`src/rtl/time_bin_to_bcd.sv`:
```
// Purpose : converts binary hours/minutes to packed 2-digit BCD fields via double dabble.
// Latency : start sampled at edge k -> done pulses in the cycle after edge k+BIN_W.
// Backpr. : none; start is sampled only in IDLE, and a start seen while busy is dropped.
//
// Ports:
//   clk        in   1   rising-edge clock
//   reset      in   1   asynchronous active-low reset (0 = reset)
//   start      in   1   conversion request, sampled only when idle
//   hours      in   5   binary hours 0..31
//   minutes    in   6   binary minutes 0..63
//   busy       out  1   conversion in progress
//   done       out  1   one-cycle pulse: bcd_data/range_err just updated
//   bcd_data   out  16  {hr_tens, hr_units, min_tens, min_units}, held between conversions
//   range_err  out  1   latched inputs exceeded HR_MAX or MIN_MAX
//   pm         out  1   PM indicator (12-hour build only, else constant 0)
//
// Build option: define TWELVE_HR_EN for 12-hour display mode (hours remapped at load,
// pm latched with the result). Without it the block is a plain 24-hour converter.

module time_bin_to_bcd #(
  parameter int BIN_W   = 6,
  parameter int HR_MAX  = 23,
  parameter int MIN_MAX = 59
) (
  input  logic        clk,
  input  logic        reset,
  input  logic        start,
  input  logic [4:0]  hours,
  input  logic [5:0]  minutes,
  output logic        busy,
  output logic        done,
  output logic [15:0] bcd_data,
  output logic        range_err,
  output logic        pm
);

  // Shift register layout per field: {tens[3:0], units[3:0], bin[BIN_W-1:0]}
  localparam int SR_W  = 8 + BIN_W;
  localparam int CNT_W = $clog2(BIN_W + 1);

  localparam logic [4:0] HR_MAX_L  = 5'(HR_MAX);
  localparam logic [5:0] MIN_MAX_L = 6'(MIN_MAX);

  typedef enum logic {
    S_IDLE  = 1'b0,
    S_SHIFT = 1'b1
  } state_t;

  state_t            r_state;
  state_t            w_state_nxt;

  logic [SR_W-1:0]   r_hr_sr;
  logic [SR_W-1:0]   r_min_sr;
  logic [SR_W-1:0]   w_hr_sr_nxt;
  logic [SR_W-1:0]   w_min_sr_nxt;
  logic [SR_W-1:0]   w_hr_step;
  logic [SR_W-1:0]   w_min_step;

  logic [CNT_W-1:0]  r_cnt;
  logic [CNT_W-1:0]  w_cnt_nxt;

  logic              r_err_pend;
  logic              w_err_pend_nxt;
  logic              r_busy;
  logic              w_busy_nxt;
  logic              r_done;
  logic              w_done_nxt;
  logic              r_range_err;
  logic              w_range_err_nxt;
  logic [15:0]       r_bcd_data;
  logic [15:0]       w_bcd_data_nxt;

  logic [BIN_W-1:0]  w_hr_load;
  logic              w_in_range_err;

`ifdef TWELVE_HR_EN
  logic              r_pm_pend;
  logic              w_pm_pend_nxt;
  logic              r_pm;
  logic              w_pm_nxt;
`endif

  // One double-dabble iteration: correct each BCD nibble that would overflow
  // past 9 when doubled, then shift the whole {bcd, bin} vector left by one.
  function automatic logic [SR_W-1:0] dabble_step(input logic [SR_W-1:0] v);
    logic [SR_W-1:0] t;
    t = v;
    if (t[BIN_W +: 4] >= 4'd5)
      t[BIN_W +: 4] = t[BIN_W +: 4] + 4'd3;
    if (t[BIN_W+4 +: 4] >= 4'd5)
      t[BIN_W+4 +: 4] = t[BIN_W+4 +: 4] + 4'd3;
    return {t[SR_W-2:0], 1'b0};
  endfunction

  assign w_hr_step  = dabble_step(r_hr_sr);
  assign w_min_step = dabble_step(r_min_sr);

  // Range judgement always uses the raw 24-hour inputs, even in 12-hour mode.
  assign w_in_range_err = (hours > HR_MAX_L) || (minutes > MIN_MAX_L);

`ifdef TWELVE_HR_EN
  // 12-hour display remap: midnight shows as 12, afternoon hours fold down.
  // Out-of-range hours (24..31) are left as-is so they still convert visibly.
  always_comb begin
    w_hr_load = BIN_W'(hours);
    if (hours == 5'd0)
      w_hr_load = BIN_W'(12);
    else if ((hours >= 5'd13) && (hours <= 5'd23))
      w_hr_load = BIN_W'(hours - 5'd12);
  end
`else
  assign w_hr_load = BIN_W'(hours);
`endif

  // Next-state and datapath decode
  always_comb begin
    w_state_nxt     = r_state;
    w_hr_sr_nxt     = r_hr_sr;
    w_min_sr_nxt    = r_min_sr;
    w_cnt_nxt       = r_cnt;
    w_err_pend_nxt  = r_err_pend;
    w_busy_nxt      = r_busy;
    w_done_nxt      = 1'b0;
    w_range_err_nxt = r_range_err;
    w_bcd_data_nxt  = r_bcd_data;
`ifdef TWELVE_HR_EN
    w_pm_pend_nxt   = r_pm_pend;
    w_pm_nxt        = r_pm;
`endif

    case (r_state)
      S_IDLE: begin
        if (start) begin
          // Load: binary operand in the low bits, BCD scratch cleared.
          w_hr_sr_nxt    = {8'h00, w_hr_load};
          w_min_sr_nxt   = {8'h00, BIN_W'(minutes)};
          w_cnt_nxt      = CNT_W'(BIN_W);
          w_err_pend_nxt = w_in_range_err;
`ifdef TWELVE_HR_EN
          w_pm_pend_nxt  = (hours >= 5'd12);
`endif
          w_busy_nxt     = 1'b1;
          w_state_nxt    = S_SHIFT;
        end
      end

      S_SHIFT: begin
        w_hr_sr_nxt  = w_hr_step;
        w_min_sr_nxt = w_min_step;
        w_cnt_nxt    = r_cnt - CNT_W'(1);
        // cnt == 1 means this edge performs the final shift, so the result is
        // taken straight from the step logic rather than a cycle later.
        if (r_cnt == CNT_W'(1)) begin
          w_bcd_data_nxt  = {w_hr_step[SR_W-1 -: 8], w_min_step[SR_W-1 -: 8]};
          w_range_err_nxt = r_err_pend;
`ifdef TWELVE_HR_EN
          w_pm_nxt        = r_pm_pend;
`endif
          w_done_nxt      = 1'b1;
          w_busy_nxt      = 1'b0;
          w_state_nxt     = S_IDLE;
        end
      end

      default: begin
        w_state_nxt = S_IDLE;
      end
    endcase
  end

  // State and datapath registers
  always_ff @(posedge clk or negedge reset) begin
    if (!reset) begin
      r_state     <= S_IDLE;
      r_hr_sr     <= '0;
      r_min_sr    <= '0;
      r_cnt       <= '0;
      r_err_pend  <= 1'b0;
      r_busy      <= 1'b0;
      r_done      <= 1'b0;
      r_range_err <= 1'b0;
      r_bcd_data  <= 16'h0000;
`ifdef TWELVE_HR_EN
      r_pm_pend   <= 1'b0;
      r_pm        <= 1'b0;
`endif
    end else begin
      r_state     <= w_state_nxt;
      r_hr_sr     <= w_hr_sr_nxt;
      r_min_sr    <= w_min_sr_nxt;
      r_cnt       <= w_cnt_nxt;
      r_err_pend  <= w_err_pend_nxt;
      r_busy      <= w_busy_nxt;
      r_done      <= w_done_nxt;
      r_range_err <= w_range_err_nxt;
      r_bcd_data  <= w_bcd_data_nxt;
`ifdef TWELVE_HR_EN
      r_pm_pend   <= w_pm_pend_nxt;
      r_pm        <= w_pm_nxt;
`endif
    end
  end

  assign busy      = r_busy;
  assign done      = r_done;
  assign bcd_data  = r_bcd_data;
  assign range_err = r_range_err;
`ifdef TWELVE_HR_EN
  assign pm        = r_pm;
`else
  assign pm        = 1'b0;
`endif

endmodule

```
`config.mk`:
```
export PLATFORM = sky130hd
export DESIGN_NAME = time_bin_to_bcd
export DESIGN_NICKNAME = d
export VERILOG_FILES = /design/src/rtl/time_bin_to_bcd.sv
export SDC_FILE = /design/constraint.sdc
export NUM_CORES = 1
export LEC_CHECK = 0
export ABC_AREA = 1
export BUFFER_PORTS_ARGS = -buffer_cell sky130_fd_sc_hd__buf_2
export CAP_MARGIN = 25
export CORE_UTILIZATION = 56
export DETAILED_ROUTE_END_ITERATION = 8
export PLACE_DENSITY = 0.83
export SLEW_MARGIN = 20
export SYNTH_ARGS = -nofsm -noshare
export SYNTH_HDL_FRONTEND = slang
export SYNTH_SLANG_ARGS = --single-unit
```
`constraint.sdc`:
```
create_clock -name clk -period 2 [get_ports clk]
set_clock_uncertainty 0.2 [all_clocks]
set_input_delay 0.1 -clock clk [delete_from_list [all_inputs] [get_ports clk]]
set_output_delay 0.1 -clock clk [all_outputs]
set_load 0.01 [all_outputs]
```
==> out/metrics.cfg, run 1 <==
[clock_network]
numClockSinks = 52
cts_setup_buffers = 0
clockBufferDepth = 2
numCtsBuffers = 5
cts.htree.levels = 2
clock_latency_ns = 0.30
clk_pin_slew_worst_paths_ns = 0.09
clock-root-buffer = clkbuf_8
tritoncts = yes

[yosys]
syn_avg_cell_area_um2 = 8.63
synthCells = 281
synth-xor-area-share_pct = 0
synth.distinct_cells = 23
synth_mux_area_share_pct = 0
synth_seq_cells = 52
syn-num-nets = 305
yosysWarnings = 0
yosys.area_share.simple_pct = 25.6
synth_compound_area_share_pct = 7.84
synthAdderAreaFrac_pct = 5.16
synth_top_family_by_area = simple AND/OR/NAND/NOR gates
seq_area_frac_synth_pct = 53.6
synth_area_mm2 = 0.00243

[layout]
insertedDiodeCount = 0
final_cell_mix = 100 x nand2_1, 52 x dfrtp_1, 32 x buf_2
drive_gt1_share_pct = 15.5
design.final.nets = 351
final_common_cell = nand2_1
fill_cells = 346
areaGrowthSynthToFinish_pct = 17.4
postLayoutCoreUtil_pct = 69.7

[sta]
worst_pin_slew_ns = 0.642
slew_violations = 0
relSlewSlack_pct = 57.2
hold_viol = 0
min_period_ns = 1.78
setup_violations = 0
rsz0062_at_grt = false
fmax_mhz = 562
fin_setup_tns_ns = 0
timing.final.crit_share_pct = 88.9

[global_routing]
grt_max_degree = 53
grt_pass1_vias = 1985
groute.usage.overall_pct = 26.2
grt_first_pass_wirelength_um = 8730
grt-ovfl-total = 0
antenna_found_initial = 0

[drt]
wl_per_cell_um = 13.5
drt-total-wl_um = 5110
antenna_left = 0
vias = 2059
drt_first_iter_violations = 158
avgViaCountPerCell = 5.45
drc = 0
drt_first_pass_iters = 4

[floorplan]
dieHeight_um = 67.8
start_util_pct = 59.4
fp-row-count = 23
die_area_mm2 = 0.00460
ios = 34
core_mm2 = 0.00409
die_w_um = 67.8

[worst_setup_path]
critical_path_class = reg -> reg
critPathLaunchType = flip-flop
crit_path_end_kind = flip-flop
reg2reg_to = r_hr_sr[2]
ff2ff_path_depth = 5
r2r_slack_ns = 0.22
worst_ep_required_time_ns = 2.00
cp_max_fo = 12
arrival_ns = 1.78
regToRegStartpoint = r_state

[power]
power_mw = 4.64
leakagePower_nw = 1.51
vdd_drop_max_uv = 919
power_density_mw_per_mm2 = 1630

[placement]
hpwl_um = 3340
gp_congestion = 0.945
port_buffers = 32

[status]
status = finished, final reports clean

[worst_hold_path]
hold_class = in -> async

[flow_run]
maxCapViolCount = 0

==> what timing repair did <==
item	CTS	global route
hold buffers	13	0
endpoints found under the hold margin	65	0
gates resized for setup	0	0
==> cells by family (layout without fill, tap and decap cells) <==
kind of cell             after synthesis  in the layout
AND/OR/NAND/NOR                      147            147
other                                  1              1
adder cells (fa/ha/maj)               10             10
buffers and inverters                 40             87
flip-flops                            52             52
AO/OA/AOI/OAI                         31             31
==> worst max path at each step <==
stage	endpoint	cells after the start	slack, ns	from
floorplan	bcd_data[0]	8	0.62	r_cnt[1]
global placement	r_hr_sr[2]	5	0.35	r_state
detailed placement	r_hr_sr[2]	5	0.28	r_state
CTS	r_hr_sr[2]	5	0.26	r_state
global route	r_hr_sr[2]	5	0.06	r_state
finish	r_hr_sr[2]	5	0.22	r_state
==> area by class of cell <==
cell class                      count  area [µm²]  share of cell area (%)
Clock buffer                        5        68.8                    2.42
Clock inverter                      3        42.5                    1.49
Inverter                           30         113                    3.95
Multi-Input combinational cell    189         941                    33.0
Sequential cell                    52        1300                    45.7
Tap cell                           50        62.6                    2.20
Timing Repair Buffer               49         320                    11.2
==> flip-flops by register name (all words and copies together) (netlist names) <==
name        count
r_hr_sr        14
busy            1
range_err       1
r_err_pend      1
r_state         1
r_cnt           3
r_min_sr       14
bcd_data       16
done            1
==> cells in the mapped netlist (all sizes together) <==
master	instances	share of area [%]
o221ai	2	0.72
a22oi	2	0.62
nand2	101	16
inv	30	4.6
o21ai	17	3.8
nor2	7	1.4
conb	1	0.15
o22ai	6	1.5
nand4	9	2.3
nand3	30	6.2
clkbuf	1	0.15
buf	9	2.8
a21oi	1	0.21
dfrtp	52	54
o211ai	3	0.93
ha	10	5.2
==> metrics by stage <==
| step | instances | cell area, µm² | hold WS [ns] | setup slack [ns] |
|---|---|---|---|---|
| 2_1_floorplan | 281 | 2430 | -0.396 | 0.616 |
| 3_3_place_gp | 357 | 2610 | 0.0476 | 0.350 |
| 3_5_place_dp | 357 | 2610 | 0.0521 | 0.278 |
| 4_1_cts | 378 | 2850 | 0.244 | 0.260 |
| 5_1_grt | 378 | 2850 | 0.302 | 0.0610 |
| 6_report | 378 | 2850 | 0.219 | 0.222 |
==> metal layers <==
metal	vias up	share of wire (%)	track usage, %
li1	1000	-	-
met1	985	45	33.9
met2	65	47	41.7
met3	9	6.1	6.67
met4	0	1.6	11.2
met5	-	0	0
==> report_power, final <==
group	leakage, nW	switching (mW)	total (mW)	internal [mW]
logic	0.805	1.34	2.10	0.760
clock network	0.0541	0.346	0.716	0.370
registers	0.654	0.294	1.83	1.54
total	1.51	1.97	4.64	2.67
==> worst max-delay path, cell delays in order, from the launching register on <==
cell and delay (ns):
dfrtp_1 0.49, inv_2 0.26, nand2_1 0.17, inv_1 0.28, nand2_1 0.12, o211ai_1 0.16
Note: power is estimated with default switching activity, not from simulation.
==> inputs of run 2 (changes only) <==
--- a/config.mk
+++ b/config.mk
@@ -8,6 +8,7 @@
 export ABC_AREA = 1
 export BUFFER_PORTS_ARGS = -buffer_cell sky130_fd_sc_hd__buf_2
 export CAP_MARGIN = 25
+export CORE_ASPECT_RATIO = 1.75
 export CORE_UTILIZATION = 56
 export DETAILED_ROUTE_END_ITERATION = 8
 export PLACE_DENSITY = 0.83
==> out/metrics.cfg, run 2 (synthesis results as in run 1) <==
[layout]
postLayoutCoreUtil_pct = 68.3
design.final.nets = 352
largest_reg_flops = 16
areaGrowthSynthToFinish_pct = 16.9
final_cell_mix = 100 x nand2_1, 52 x dfrtp_1, 32 x buf_2
insertedDiodeCount = 0
instances_no_fill = 377
final_common_cell = nand2_1
drive_gt1_share_pct = 15.5

[clock_network]
clk_pin_slew_worst_paths_ns = 0.09
clock-root-buffer = clkbuf_8
clock_latency_ns = 0.31
cts_hold_buf = 13
numCtsBuffers = 5
numClockSinks = 52
cts.htree.levels = 2
clockBufferDepth = 2
tritoncts = yes
cts_setup_buffers = 0
post_cts_resize_count = 0

[power]
leakagePower_nw = 1.51
p_int_mw = 2.57
power.share.clock_pct = 13.5
switching_power_mw = 1.97
power_density_mw_per_mm2 = 1600
power_mw = 4.55
p_sw_share_pct = 43.4
vdd_drop_max_uv = 1060
power_frac_seq_pct = 40.3
comb_power_share_pct = 46.2

[global_routing]
grt_first_pass_wirelength_um = 8830
antenna_found_initial = 0
grt_max_degree = 25
grt_pass1_vias = 2070
groute.usage.overall_pct = 26.3
grt-ovfl-total = 0

[drt]
drt_first_pass_iters = 4
drc = 0
wl_per_cell_um = 13.6
drt-total-wl_um = 5140
avgViaCountPerCell = 5.47
drt_first_iter_violations = 59
vias = 2064
antenna_left = 0

[placement]
gp_congestion = 0.816
hpwl_um = 3400
dp_cells = 357
port_buffers = 32

[worst_setup_path]
cp_max_fo = 12
crit_path_end_kind = flip-flop
cpMostUsedCell = nand2_1
worst_ep_required_time_ns = 2.03
path_buf_inv = 2
arrival_ns = 1.73
slowest_delay_ns = 0.51
crit_chain = inv_2, nand2_1, inv_1, nand2_1, o211ai_1
crit_path_top_delay_cell = dfrtp_1
critical-path-top-delay-family = buffers and inverters
critPathLaunchType = flip-flop
critical_path_class = reg -> reg

[sta]
rsz0062_at_grt = false
min_period_ns = 1.70
setup_violations = 0
fin_setup_tns_ns = 0
fmax_mhz = 588
hold_viol = 0
timing.final.crit_share_pct = 85.0
slew_violations = 0

[floorplan]
die_area_mm2 = 0.00461
dieHeight_um = 89.1
ios = 34
fp-row-count = 31
core_mm2 = 0.00415
start_util_pct = 58.5
die_w_um = 51.8

[flow_run]
maxCapViolCount = 0

[worst_hold_path]
hold_class = in -> async

[status]
status = finished, final reports clean

-- run 2: worst paths after layout --
kind / from / end / slack (ns) / cells past startpoint
setup / recovery: r_state / r_hr_sr[2] / 0.30 / 5
max in group asynchronous: reset / bcd_data[5] / 0.98 / 3
hold / removal: reset / r_min_sr[7] / 0.004 / 2
hold reg to reg: bcd_data[13] / bcd_data[13] / 0.28 / 2
setup reg to reg: r_state / r_hr_sr[2] / 0.30 / 5
min in group clk: bcd_data[13] / bcd_data[13] / 0.28 / 2
-- run 2: power groups by stage --
stage	registers, mW	logic (mW)	clock network (mW)
after floorplan	1.86	1.49	0
after global placement	1.83	2.00	0
after detailed placement	1.85	2.08	0
after CTS	1.83	2.11	0.627
after global routing	1.89	2.44	0.670
final	1.83	2.10	0.613
-- run 2: through the flow --
stage,worst slack (ns),hold WS [ns],area [µm²]
floorplan,0.616,-0.396,2430
global placement,0.412,-0.191,2610
detailed placement,0.352,-0.195,2610
CTS,0.349,0.00267,2840
global route,0.139,0.0257,2840
finish,0.299,0.00449,2840
-- run 2: final cells by class --
type	instances	area, µm²
clock inverter	1	8.76
sequential	52	1300
clock buffer	6	82.6
fill	335	1320
tap	49	61.3
multi-input combinational	189	941
timing repair buffer	50	328
inverter	30	113
-- run 2: layer usage --
metal	global-route usage [%]	routed length [µm]	share of wire, %
met3	5.27	187	3.6
met5	0	0	0
met1	28.6	1960	38
met4	11.1	125	2.4
met2	48.4	2860	56
